File: src/rtl/rca_pkg.sv
`default_nettype none
// ============================================================================
// Module   : rca_pkg
// Purpose  : Shared types, constants and golden model for the adder self-test.
// Revision : 1.0
// ============================================================================
package rca_pkg;

    localparam int          c_width_default = 4;
    localparam int          c_max_width     = 7;
    localparam logic [15:0] c_lfsr_taps     = 16'hB400;
    localparam logic [15:0] c_seed_default  = 16'hACE1;

    typedef enum logic [1:0] {
        IDLE   = 2'd0,
        DRIVE  = 2'd1,
        SAMPLE = 2'd2,
        FIN    = 2'd3
    } state_t;

    typedef logic [c_max_width-1:0] operand_t;
    typedef logic [c_max_width:0]   result_t;

    // Operands are zero-extended to the widest legal size so one function serves every WIDTH.
    function automatic result_t golden_add(input operand_t a, input operand_t b, input logic c_in);
        return result_t'(a) + result_t'(b) + result_t'(c_in);
    endfunction

endpackage
`default_nettype wire

File: src/rtl/lfsr16.sv
`default_nettype none
// ============================================================================
// Module   : lfsr16
// Purpose  : 16-bit right-shifting Galois LFSR with seed load and step enable.
// Revision : 1.0
// ============================================================================
module lfsr16
    import rca_pkg::*;
#(
    parameter logic [15:0] TAPS = c_lfsr_taps
) (
    input  logic        clk,
    input  logic        rst,
    input  logic        load,
    input  logic [15:0] seed,
    input  logic        step,
    output logic [15:0] state
);

    logic [15:0] r_state;

    always_ff @(posedge clk) begin
        if (rst || load) begin
            r_state <= seed;
        end else if (step) begin
            r_state <= {1'b0, r_state[15:1]} ^ (r_state[0] ? TAPS : 16'h0000);
        end
    end

    assign state = r_state;

endmodule
`default_nettype wire

File: config.mk
export PLATFORM = sky130hd
export DESIGN_NAME = lfsr16
export DESIGN_NICKNAME = d
export VERILOG_FILES = /design/src/rtl/rca_pkg.sv /design/src/rtl/lfsr16.sv
export SDC_FILE = /design/constraint.sdc
export NUM_CORES = 1
export LEC_CHECK = 0
export BUFFER_PORTS_ARGS = -buffer_cell sky130_fd_sc_hd__buf_2
export CAP_MARGIN = 10
export CORE_MARGIN = 2
export CORE_UTILIZATION = 40
export CTS_CLUSTER_SIZE = 40
export DETAILED_ROUTE_END_ITERATION = 12
export PLACE_DENSITY = 0.73
export SETUP_SLACK_MARGIN = 0.02
export SLEW_MARGIN = 15
export SYNTH_ARGS = -nofsm -noshare
export SYNTH_HDL_FRONTEND = slang
export SYNTH_SLANG_ARGS = --single-unit
File: constraint.sdc
create_clock -name clk -period 1.2 [get_ports clk]
set_input_delay 0.24 -clock clk [delete_from_list [all_inputs] [get_ports clk]]
set_output_delay 0.24 -clock clk [all_outputs]
set_load 0.02 [all_outputs]
==> impl_results.md <==
- YS warnings: 0
- Htree depth: 1
- Final #Nets: 102
- Fin. max-slew vios: 0
- Leading area contributor after synthesis: edfxtp_1
- GR Overflow Total: 0
- Crit path DAT: 1230 ps
- Die W: 47.7 µm
- Final core occ: 59.1%
- VDD IR max: 0.592 mV
- Sequential fraction of the synthesis area: 63.0%
- Outcome: finished clean
- R2r endpoint: state[12]$_DFFE_PP_
- EDFF count, synth: 16
- Fraction of registers with async set/reset: 0%
- Largest net degree at the start of global routing: 17
- Finished Cell Area: 1040 µm²
- CTS Sinks: 16
- Final hold violation count: 0
- N_diodes: 0
- Max_slew headroom: 91.0%
- RSZ-0062 raised after global routing: true
- Post-synth top area share: 63.0%
- Core ar.: 1760 µm²
- Post-Syn Area per Cell: 20.1 µm²
- Via-to-Cell Ratio: 4.50
- Fin Clk Skew: 4.76 ps
- Layout cells sized above 1: 77.5%
- Clk slew on worst S/H paths: 80 ps
- Worst Path Required: 1230 ps
- Worst-Margin Slew: 136 ps
- Largest family of logic cells by synthesized area: multiplexers
- End point of the critical path: state[12]$_DFFE_PP_
- Delay-heaviest family, CP: flip-flops
- Reg2Reg Depth: 3
- Post-synthesis mux area share: 28.5%
- Placed Area: 992 µm²
- Library cells used by synthesis: 7
- Max frequency: 0.835 GHz
- Worst path bufs/invs: 1
- Lkg Pwr: 0.465 nW
- Drt first pass iters: 3
- Most frequent cell after synthesis: edfxtp_1
- Final-report setup violation count: 0
- R2R setup slack: 3 ps
- Crit path cell chain: buf_6 -> xor2_2 -> mux2_4
- Routed wire length: 1.35 mm
- First DRT Iteration DRCs: 4
- Initial Util: 43.3%
- Crit path launch type: register
- Post-Synth Simple-Gate Area: 2.46%
- Worst path slowest cell: edfxtp_1
- WP depth: 3
- DRT antenna net count: 0
- Post-DR wirelength/cell: 12.8 µm
- Num CTS Buffers: 3
- Syn Nets: 58
- Root Buffer: clkbuf_4
- Via count: 473
- Setup TNS: 0 ps
- Synth Area in Adders: 0%
- GRT Resource Usage Total: 12.4%
- WS Path Type: register to register
- Hold crit path type: input port to register
- First-pass GRT wire length: 1.96 mm
- Synth area leaders: edfxtp_1 63%, mux2_4 20%, mux2_2 8.9%
- Port Buffer Count: 35
- Hold slack: 266 ps
- Hold_sp: seed[14]
- Minimum clock period: 1200 ps
- CTS tree: built
- Commonest cells post-synth: 16 x edfxtp_1, 10 x mux2_4, 6 x mux2_2, 3 x xor2_1
- Worst setup EP type: register
- Max Cap Viol: 0
- Synth Flop Type: edfxtp_1
- Height of the die: 47.7 µm
- Drt drc: 0
- Initial antenna violation count: 0
- DP Wirelength: 1.03 mm
- Die area: 2270 µm²
- Gpl congestion: 0.690
- Max reg flops: 16
- Slowest stage delay, CP: 420 ps
- Max clock buf depth: 2
- Compound-Gate Fraction of Synth Area: 0%
- Fin crit share: 99.8%
- Vias in the first global route: 469
- CP Max Fanout: 3
- Worst Setup SP: state[0]$_DFFE_PP_
- Synth Cell Area: 763 µm²
- # IOs: 36
- Power per Cell Area: 1230 nW/µm²
- R2R Path Start: state[0]$_DFFE_PP_
- Clk Latency, worst-skew pair: 270 ps
- Post-synthesis xor/xnor area fraction: 3.44%
- Syn-to-layout area delta: 36.7%
- Site Rows: 15
- Synth Instances: 38
- #FFs+latches synth: 16
-- logic make-up after synthesis --
| group | Yosys count |
|---|---|
| XOR/XNOR | 3 |
| buffers and inverters | 1 |
| flip-flops | 16 |
| multiplexers | 16 |
| AND/OR/NAND/NOR | 2 |
-- how the worst min path moves through the flow --
stage | to | depth (start not counted) | slack, ps
floorplan | state[10]$_DFFE_PP_ | 1 | 460
global placement | state[15]$_DFFE_PP_ | 2 | 540
detailed placement | state[14]$_DFFE_PP_ | 2 | 550
CTS | state[13]$_DFFE_PP_ | 2 | 250
global route | state[10]$_DFFE_PP_ | 2 | 260
finish | state[14]$_DFFE_PP_ | 2 | 270
-- per-stage QoR --
stage	total power [mW]	cells	setup slack [ps]
finish	1.29	105	2.73
CTS	1.30	105	4.74
floorplan	0.913	38	-25.8
global route	1.35	105	-46.7
detailed placement	1.02	101	-92.5
global placement	1.02	101	-75.6
-- report_power, final --
| part | internal, mW | switching [mW] | total, mW | leakage, nW |
|---|---|---|---|---|
| Clock | 0.116 | 0.143 | 0.258 | 0.0138 |
| Sequential | 0.686 | 0.0333 | 0.719 | 0.166 |
| Combinational | 0.160 | 0.149 | 0.310 | 0.285 |
| Total | 0.962 | 0.325 | 1.29 | 0.465 |
-- routing by layer --
layer	track usage, %	wire length, µm	vias to the layer above
met4	1.62	0	0
met3	4.91	104	0
met1	14.8	597	219
met5	0	0	-
met2	21.6	644	22
li1	-	-	232
-- cell type report --
| type | instances | area (µm²) |
|---|---|---|
| timing repair buffer | 40 | 239 |
| clock buffer | 3 | 22.5 |
| fill | 163 | 721 |
| multi-input combinational | 21 | 270 |
| sequential | 16 | 480 |
| tap | 25 | 31.3 |
-- what timing repair did --
| item | CTS | global route |
|---|---|---|
| buffers inserted | 1 | 0 |
| gates resized for setup | 2 | 3 |
| hold buffers | 0 | 0 |
| setup endpoints to repair | 1 | 4 |
-- cell usage in the layout, fill, tap and decap left out --
| cell | synthesis | routed |
|---|---|---|
| buf_2 | 0 | 34 |
| mux2_2 | 6 | 6 |
| buf_6 | 0 | 3 |
| buf_4 | 0 | 2 |
| edfxtp_1 | 16 | 16 |
| mux2_4 | 10 | 10 |
| xor2_1 | 3 | 2 |
| xor2_2 | 0 | 1 |
| clkbuf_4 | 0 | 3 |
| or3_2 | 1 | 1 |
| buf_12 | 1 | 1 |
| nor2_4 | 1 | 1 |
Note: power is estimated with default switching activity, not from simulation.
